$ cat src/rtl/fetch_prefetch.sv
// Instruction fetch stage: prefetch FIFO fed by a req/gnt/rvalid memory port,
// with credit-limited requests and drop counting of stale responses on redirect.
module fetch_prefetch #(
  parameter logic [31:0] RESET_VECTOR = 32'h8000_0000,
  parameter int          DEPTH        = 4
) (
  input  logic        clk,
  input  logic        reset_n,
  input  logic        branch,
  input  logic [31:0] branch_vector,
  input  logic        trap,
  input  logic        mret,
  input  logic [31:0] trap_vector,
  input  logic [31:0] mret_vector,
  input  logic        stall,
  input  logic        invalidate,
  output logic        mem_req,
  output logic [31:0] mem_addr,
  input  logic        mem_gnt,
  input  logic        mem_rvalid,
  input  logic [31:0] mem_rdata,
  output logic [31:0] pc_out,
  output logic [31:0] next_pc_out,
  output logic [31:0] instruction_out,
  output logic        valid_out
);

  localparam int AW = (DEPTH > 1) ? $clog2(DEPTH) : 1;
  localparam int CW = AW + 1;
  localparam logic [CW:0] LIMIT = (CW + 1)'(DEPTH);
  localparam logic [31:0] NOP = 32'h0000_0013;

  logic [31:0]   req_pc;
  logic [31:0]   resp_pc;
  logic [CW-1:0] inflight;
  logic [CW-1:0] drop_cnt;
  logic [CW-1:0] count;
  logic [AW-1:0] wptr;
  logic [AW-1:0] rptr;
  logic [31:0]   fifo_pc  [DEPTH];
  logic [31:0]   fifo_ins [DEPTH];

  logic          redirect;
  logic [31:0]   target;
  logic [CW:0]   used;
  logic          grant;
  logic          rsp;
  logic          drop;
  logic          push;
  logic          pop;

  always_comb begin
    if (trap)      target = trap_vector;
    else if (mret) target = mret_vector;
    else           target = branch_vector;
    target[1:0] = 2'b00;
  end

  assign redirect = trap | mret | branch;
  assign used     = {1'b0, count} + {1'b0, inflight};
  assign mem_req  = reset_n && !redirect && (used < LIMIT);
  assign mem_addr = req_pc;
  assign grant    = mem_req && mem_gnt;
  assign rsp      = mem_rvalid && (inflight != '0);
  assign drop     = rsp && (drop_cnt != '0);
  assign push     = rsp && !drop && !redirect;
  assign pop      = !redirect && !stall && !invalidate && (count != '0);

  always_ff @(posedge clk or negedge reset_n) begin
    if (!reset_n) begin
      req_pc   <= RESET_VECTOR;
      resp_pc  <= RESET_VECTOR;
      inflight <= '0;
      drop_cnt <= '0;
    end else begin
      inflight <= inflight + CW'(grant) - CW'(rsp);
      if (redirect) begin
        req_pc   <= target;
        resp_pc  <= target;
        drop_cnt <= inflight - CW'(rsp);
      end else begin
        if (grant) req_pc <= req_pc + 32'd4;
        if (drop)  drop_cnt <= drop_cnt - CW'(1);
        if (push)  resp_pc <= resp_pc + 32'd4;
      end
    end
  end

  always_ff @(posedge clk or negedge reset_n) begin
    if (!reset_n) begin
      wptr  <= '0;
      rptr  <= '0;
      count <= '0;
    end else if (redirect) begin
      wptr  <= '0;
      rptr  <= '0;
      count <= '0;
    end else begin
      if (push) wptr <= wptr + AW'(1);
      if (pop)  rptr <= rptr + AW'(1);
      count <= count + CW'(push) - CW'(pop);
    end
  end

  always_ff @(posedge clk) begin
    if (push) begin
      fifo_pc[wptr]  <= resp_pc;
      fifo_ins[wptr] <= mem_rdata;
    end
  end

  // Stall holds the slot; invalidate only kills valid and keeps the head queued.
  always_ff @(posedge clk or negedge reset_n) begin
    if (!reset_n) begin
      pc_out          <= RESET_VECTOR;
      next_pc_out     <= RESET_VECTOR + 32'd4;
      instruction_out <= NOP;
      valid_out       <= 1'b0;
    end else if (redirect) begin
      valid_out <= 1'b0;
    end else if (stall) begin
      if (invalidate) valid_out <= 1'b0;
    end else begin
      valid_out <= (count != '0) && !invalidate;
      if (pop) begin
        pc_out          <= fifo_pc[rptr];
        next_pc_out     <= fifo_pc[rptr] + 32'd4;
        instruction_out <= fifo_ins[rptr];
      end
    end
  end

endmodule

$ cat config.mk
export PLATFORM = sky130hd
export DESIGN_NAME = fetch_prefetch
export DESIGN_NICKNAME = d
export VERILOG_FILES = /design/src/rtl/fetch_prefetch.sv
export SDC_FILE = /design/constraint.sdc
export NUM_CORES = 1
export LEC_CHECK = 0
export CAP_MARGIN = 0
export CORE_ASPECT_RATIO = 0.7
export CORE_MARGIN = 1.5
export CORE_UTILIZATION = 49
export DETAILED_ROUTE_END_ITERATION = 8
export MAX_ROUTING_LAYER = met4
export PLACE_DENSITY = 0.75
export REMOVE_ABC_BUFFERS = 1
export SLEW_MARGIN = 10
export SYNTH_ARGS = -nofsm -noshare
export SYNTH_HDL_FRONTEND = slang
export SYNTH_SLANG_ARGS = --single-unit
$ cat constraint.sdc
create_clock -name clk -period 3.2 [get_ports clk]
set_clock_uncertainty 0.05 [all_clocks]
set_input_delay 0.48 -clock clk [delete_from_list [all_inputs] [get_ports clk]]
set_output_delay 0.48 -clock clk [all_outputs]
set_load 0.05 [all_outputs]
==> flow_metrics.env, run 1 <==
export IMPL_ios=267
export IMPL_core_rowCount=59
export IMPL_clock_latency_ps=540
export IMPL_cp_end_kind="flip-flop"
export IMPL_place_port_buffers=254
export IMPL_yosys_warnings=0
export IMPL_critPathLaunchType="flip-flop"
export IMPL_fin_crit_sh_pct=93.6
export IMPL_rsz0062_at_grt="false"
export IMPL_yosysTopAreaCell="edfxtp_1"
export IMPL_grt_max_degree=109
export IMPL_diodes=0
export IMPL_synth_main_ff_cell="edfxtp_1"
export IMPL_clockBufferDepth=3
export IMPL_cap_viol_max_count=0
export IMPL_wl_met3_mm=3.89
export IMPL_ys_seq_elements=414
export IMPL_endpoint="next_pc_out[30]"
export IMPL_antenna_found_initial=0
export IMPL_irDropWorstVdd_v=0.000303
export IMPL_grt_pass1_wl_mm=71.5
export IMPL_synthTopCellsByCount="nand2_1 (276), edfxtp_1 (248), dfrtp_1 (158)"
export IMPL_worst_ep_required_time_ps=3600
export IMPL_yosysMostFrequentCell="nand2_1"
export IMPL_clockRootBuffer="clkbuf_16"
export IMPL_worst_ep_arrival_time_ps=3390
export IMPL_synth_cell_types=59
export IMPL_hpwlAfterDp_mm=31.2
export IMPL_met2_length_mm=21.9
export IMPL_worstSetupStartpoint="rptr[0]"
export IMPL_overflow=0
export IMPL_path_max_fanout=30
export IMPL_wire_per_inst_um=21.2
export IMPL_async_reset_ff_share_pct=40.1
export IMPL_layout_drive_gt1_share_pct=11.3
export IMPL_yosysSeqAreaShare_pct=63.3
export IMPL_synth_area_top_cells="edfxtp_1 (41%), dfrtp_1 (22%), mux4_2 (6.1%)"
export IMPL_drt_iter0_drc=1291
export IMPL_avgSynthCellArea_um2=12.7
export IMPL_violations="negative hold slack"
export IMPL_vias=13100
export IMPL_slew_headroom_pct=40.2
export IMPL_via_per_inst=5.88
export IMPL_path_clk_slew_ps=70
export IMPL_routed_wl_mm=47.2
export IMPL_synth_edf_count=248
export IMPL_cts_htree_levels=2
export IMPL_status="finished with violations"
export IMPL_finalPower_mw=12.2
export IMPL_worstSetupPathType="reg2reg"
export IMPL_nets=1863
export IMPL_clkSinkCount=414
export IMPL_fin_crit_ps=2990
export IMPL_path_common_cell="or4_1"
export IMPL_synth_cells=1446
export IMPL_postRouteAntennaNets=0
export IMPL_crit_slowest_cell="dfrtp_4"
export IMPL_r2r_start="rptr[0]"
export IMPL_r2r_slack_ps=210
export IMPL_first_global_vias=12300
export IMPL_coreArea_mm2=0.0370
export IMPL_hold_violations=8
export IMPL_r2r_end="next_pc_out[30]"
export IMPL_initial_core_util_pct=49.6
export IMPL_synth_top_area_share_pct=40.6
export IMPL_fmax_mhz=334
export IMPL_setup_viol_count_final=0
export IMPL_die_area_mm2=0.0386
export IMPL_die_y_um=165
export IMPL_hold_class="in2async"
export IMPL_hold_worst_slack_ps=-75.6
export IMPL_die_x_um=234
export IMPL_cts_made_buffers=39
export IMPL_slowest_delay_ps=800
export IMPL_gp_congestion=0.920
export IMPL_grt_use_total_pct=25.1
export IMPL_p_per_area_mw_per_mm2=532
export IMPL_route_layer_met1_wl_mm=20.8
export IMPL_crit_chain="mux4_1 > nand4_4 > or4_1 > or4_1 > a31oi_1"
export IMPL_finish_utilization_pct=62.0
export IMPL_drt_pre_antenna_iters=7
export IMPL_rr_worst_depth=5
export IMPL_dp_slack_ps=199
export IMPL_p_leak_nw=8.61
export IMPL_top_layer_used="met4"
export IMPL_tightest_slew_ps=897
export IMPL_drc=0
export IMPL_finalSetupTns_ps=0
export IMPL_layout_setup_ws_ps=206
export IMPL_netlist_area_mm2=0.0183
export IMPL_area_growth_pct=25.2
export IMPL_cts_tree="yes"
export IMPL_drv_slew=0
[worst min path at each step]
stage | from | to | slack (ps) | cells past startpoint
2_1_floorplan | reset_n | count[0] | 130 | 0
3_3_place_gp | instruction_out[4] | instruction_out[4] | 400 | 2
3_5_place_dp | instruction_out[4] | instruction_out[4] | 400 | 2
4_1_cts | reset_n | instruction_out[6] | 30 | 2
5_1_grt | reset_n | instruction_out[14] | 7 | 2
6_report | reset_n | instruction_out[14] | -80 | 2
[through the flow]
step | hold WS (ps) | area (um^2) | cells
after floorplan | 134 | 18000 | 1364
after global placement | 398 | 21600 | 2154
after detailed placement | 401 | 21600 | 2154
after CTS | 34.7 | 22900 | 2224
after global routing | 7.01 | 22900 | 2224
final | -75.6 | 22900 | 2224
[critical path: cells and delay by family (launching register included)]
family,cells,cell delay [ps]
simple gates,3,1340
flops,1,800
mux,1,520
compound gates,1,200
[routing by layer]
metal,vias to the layer above,track usage [%]
met4,0,5.27
met1,6563,36.8
met5,-,-
met2,540,36.7
met3,51,4.83
li1,5915,-
[sequential cells by signal, indices dropped and copies added (netlist names), 2 cells and up]
| signal | flops |
|---|---|
| drop_cnt | 3 |
| fifo_pc | 120 |
| mem_addr | 30 |
| wptr | 2 |
| next_pc_out | 30 |
| resp_pc | 30 |
| instruction_out | 32 |
| pc_out | 30 |
| count | 3 |
| fifo_ins | 128 |
| rptr | 2 |
| inflight | 3 |
[kinds of logic (layout without fill, tap and decap cells)]
logic type      Yosys count  count (layout)  synth area share [%]
mux                      65              65                  8.03
compound gates          281             281                  9.48
other cells               1               6                0.0205
fa+ha+maj                19              19                  1.38
buf+inv                 115             400                  2.68
flops                   414             414                  63.3
xor+xnor                 28              28                  1.34
simple gates            523             523                  13.7
[cell usage in the layout, fill, tap and decap left out, types with 13 or more instances in the layout]
| cell type | synthesis | routed |
|---|---|---|
| a21oi_1 | 99 | 99 |
| a2bb2oi_1 | 25 | 25 |
| a31o_2 | 13 | 13 |
| a31oi_1 | 18 | 18 |
| and3_1 | 22 | 18 |
| buf_4 | 8 | 41 |
| clkbuf_16 | 0 | 42 |
| clkdlybuf4s50_1 | 0 | 252 |
| dfrtp_1 | 158 | 156 |
| edfxtp_1 | 248 | 248 |
| ha_1 | 17 | 17 |
| inv_1 | 28 | 27 |
| mux4_2 | 50 | 50 |
| nand2_1 | 276 | 276 |
| nand3_1 | 49 | 48 |
| nand3b_1 | 23 | 23 |
| nand4_1 | 33 | 33 |
| nor2_1 | 35 | 35 |
| o21ai_0 | 73 | 73 |
| o22a_1 | 13 | 13 |
| xnor2_1 | 16 | 16 |
[layout make-up]
type	count	area, um^2
flip-flops and latches	414	11600
repair buffers	302	3000
fillers	2823	14000
clock buffers	53	1120
multi-input cells	922	6280
well taps	488	611
clock inverters	17	209
inverters	28	105
[report_power, final]
part | switching [mW] | leakage (nW) | internal, mW | total [mW]
Clock | 2.00 | 0.662 | 2.87 | 4.86
Combinational | 0.726 | 3.51 | 0.530 | 1.26
Sequential | 0.221 | 4.44 | 5.87 | 6.09
[timing repair]
item	4_1_cts	5_1_grt
setup buffers	0	0
setup endpoints to repair	0	1
hold buffers	0	0
resized for setup	0	1
Note: power is estimated with default switching activity, not from simulation.
==> run 2, diff against run 1 <==
- CORE_ASPECT_RATIO: 0.7 -> unset
- CTS_CLUSTER_DIAMETER: unset -> 100
- PLACE_DENSITY: 0.75 -> 0.82
==> flow_metrics.env, run 2 (synthesis gave the netlist of run 1 again) <==
export IMPL_nets=1856
export IMPL_die_x_um=196
export IMPL_coreArea_mm2=0.0367
export IMPL_hold_class="in2async"
export IMPL_r2r_end="next_pc_out[24]"
export IMPL_cts_tree="yes"
export IMPL_postRouteAntennaNets=0
export IMPL_layout_drive_gt1_share_pct=11.1
export IMPL_p_int_mw=9.26
export IMPL_crit_slowest_cell="dfrtp_4"
export IMPL_p_switching_mw=3.00
export IMPL_clkSinkCount=414
export IMPL_fin_crit_ps=3000
export IMPL_rsz0062_at_grt="false"
export IMPL_diodes=0
export IMPL_dp_cells=2124
export IMPL_vias=13000
export IMPL_worst_ep_arrival_time_ps=3380
export IMPL_clockRootBuffer="clkbuf_16"
export IMPL_seq_power_share_pct=49.8
export IMPL_via_per_inst=5.92
export IMPL_path_max_fanout=31
export IMPL_grt_use_total_pct=24.6
export IMPL_place_port_buffers=254
export IMPL_finalPower_mw=12.3
export IMPL_r2r_start="rptr[0]"
export IMPL_status="finished, final reports clean"
export IMPL_r2r_slack_ps=200
export IMPL_initial_core_util_pct=50.0
export IMPL_setup_viol_count_final=0
export IMPL_die_area_mm2=0.0386
export IMPL_regMostFlops="fifo_ins"
export IMPL_cp_num_buf_inv=1
export IMPL_rr_worst_depth=7
export IMPL_overflow=0
export IMPL_drt_iter0_drc=1004
export IMPL_hpwlAfterDp_mm=31.0
export IMPL_drv_slew=0
export IMPL_die_y_um=196
export IMPL_cp_end_kind="flip-flop"
export IMPL_fmax_mhz=334
export IMPL_clockBufferDepth=3
export IMPL_power_frac_clock_pct=40.0
export IMPL_placed_area_mm2=0.0216
export IMPL_clock_latency_ps=560
export IMPL_fin_crit_sh_pct=93.7
export IMPL_path_clk_slew_ps=60
export IMPL_cts_htree_levels=2
export IMPL_worst_ep_required_time_ps=3580
export IMPL_core_rowCount=70
export IMPL_critPathLaunchType="flip-flop"
export IMPL_drt_pre_antenna_iters=5
export IMPL_p_leak_nw=8.59
export IMPL_p_per_area_mw_per_mm2=533
export IMPL_finalNonFillerCells=2202
export IMPL_worstSetupPathType="reg2reg"
export IMPL_antenna_found_initial=0
export IMPL_cap_viol_max_count=0
export IMPL_finalInstanceArea_mm2=0.0230
export IMPL_area_growth_pct=25.5
export IMPL_top_regs="fifo_ins x128, fifo_pc x120, instruction_out x32"
export IMPL_hold_buffers=0
export IMPL_grt_pass1_wl_mm=71.6
export IMPL_cts_made_buffers=42
export IMPL_hold_violations=0
export IMPL_largest_reg_flops=128
export IMPL_critPathTopFamily="simple AND/OR/NAND/NOR gates"
export IMPL_postCtsSetupBuffers=0
export IMPL_drc=0
export IMPL_final_cell_mix="nand2_1 (276), clkdlybuf4s50_1 (252), edfxtp_1 (248), dfrtp_1 (156), a21oi_1 (99)"
export IMPL_slew_headroom_pct=32.9
export IMPL_tightest_slew_ps=1010
export IMPL_cts_resized=0
export IMPL_seq_area_mm2=0.0116
export IMPL_gp_congestion=0.931
export IMPL_num_fill_cells=2741
export IMPL_irDropWorstVdd_v=0.000372
export IMPL_final_common_cell="nand2_1"
export IMPL_multiInputGateArea_mm2=0.00629
export IMPL_crit_chain="buf_12 > mux4_1 > ha_1 > nand2_1 > nor4_2 > a31oi_1 > o31a_1"
export IMPL_sw_frac_of_total_pct=24.5
export IMPL_first_global_vias=13100
export IMPL_ios=267
export IMPL_comb_power_share_pct=10.2
export IMPL_routed_wl_mm=45.9
export IMPL_slowest_delay_ps=670
export IMPL_wire_per_inst_um=20.8
export IMPL_grt_max_degree=167
[run 2: changes by cell type in the layout (fill, tap and decap cells not counted), sizes merged]
cell and delta:
buf -10, bufinv -1, clkbuf +2, clkinv +1, clkinvlp +4, inv +2
[run 2: worst max-delay path by stage]
stage / startpoint / endpoint / slack (ps) / cells past startpoint
after floorplan: trap / count[2] / -5620 / 11
after global placement: trap / count[2] / 230 / 13
after detailed placement: trap / count[2] / 190 / 13
final: rptr[0] / next_pc_out[24] / 200 / 7
after CTS: rptr[0] / next_pc_out[24] / 160 / 7
after global routing: rptr[0] / next_pc_out[24] / 10 / 7
[run 2: power groups by stage]
| stage | clock, mW | sequential, mW | combinational, mW |
|---|---|---|---|
| 2_1_floorplan | 0 | 6.30 | 0.512 |
| 3_3_place_gp | 0 | 6.18 | 1.20 |
| 3_5_place_dp | 0 | 6.20 | 1.24 |
| 4_1_cts | 4.98 | 6.10 | 1.25 |
| 5_1_grt | 5.19 | 6.13 | 1.36 |
| 6_report | 4.91 | 6.11 | 1.25 |
[run 2: cell type report]
cell class / count / share of cell area (%)
clock buffer: 55 / 4.95
clock inverter: 23 / 1.08
inverter: 28 / 0.457
multi-input combinational: 922 / 27.3
sequential: 414 / 50.5
tap: 468 / 2.54
timing repair buffer: 292 / 13.2
[run 2: per-layer routing]
metal / track usage (%) / up-vias / wire [um]
met5: - / - / 0
met4: 7.78 / 0 / 1260
met3: 4.41 / 93 / 3770
met2: 39.3 / 595 / 21900
met1: 32.4 / 6432 / 18900
li1: - / 5905 / -
[run 2: worst register-to-register path, cell delays in order (launching register included)]
cell     delay [ps]
dfrtp_4         670
buf_12          320
mux4_1          380
ha_1            220
nand2_1         140
nor4_2          620
a31oi_1         180
o31a_1          300
[run 2: metrics by stage]
| step | setup TNS (ps) | utilization, % | setup WS [ps] | hold slack [ps] |
|---|---|---|---|---|
| floorplan | -837050 | - | -5620 | 134 |
| global placement | 0 | 58.9 | 226 | 395 |
| detailed placement | 0 | 58.9 | 195 | 401 |
| CTS | 0 | 62.7 | 156 | 145 |
| global route | 0 | 62.7 | 10.8 | 123 |
| finish | 0 | 62.7 | 202 | 39.4 |
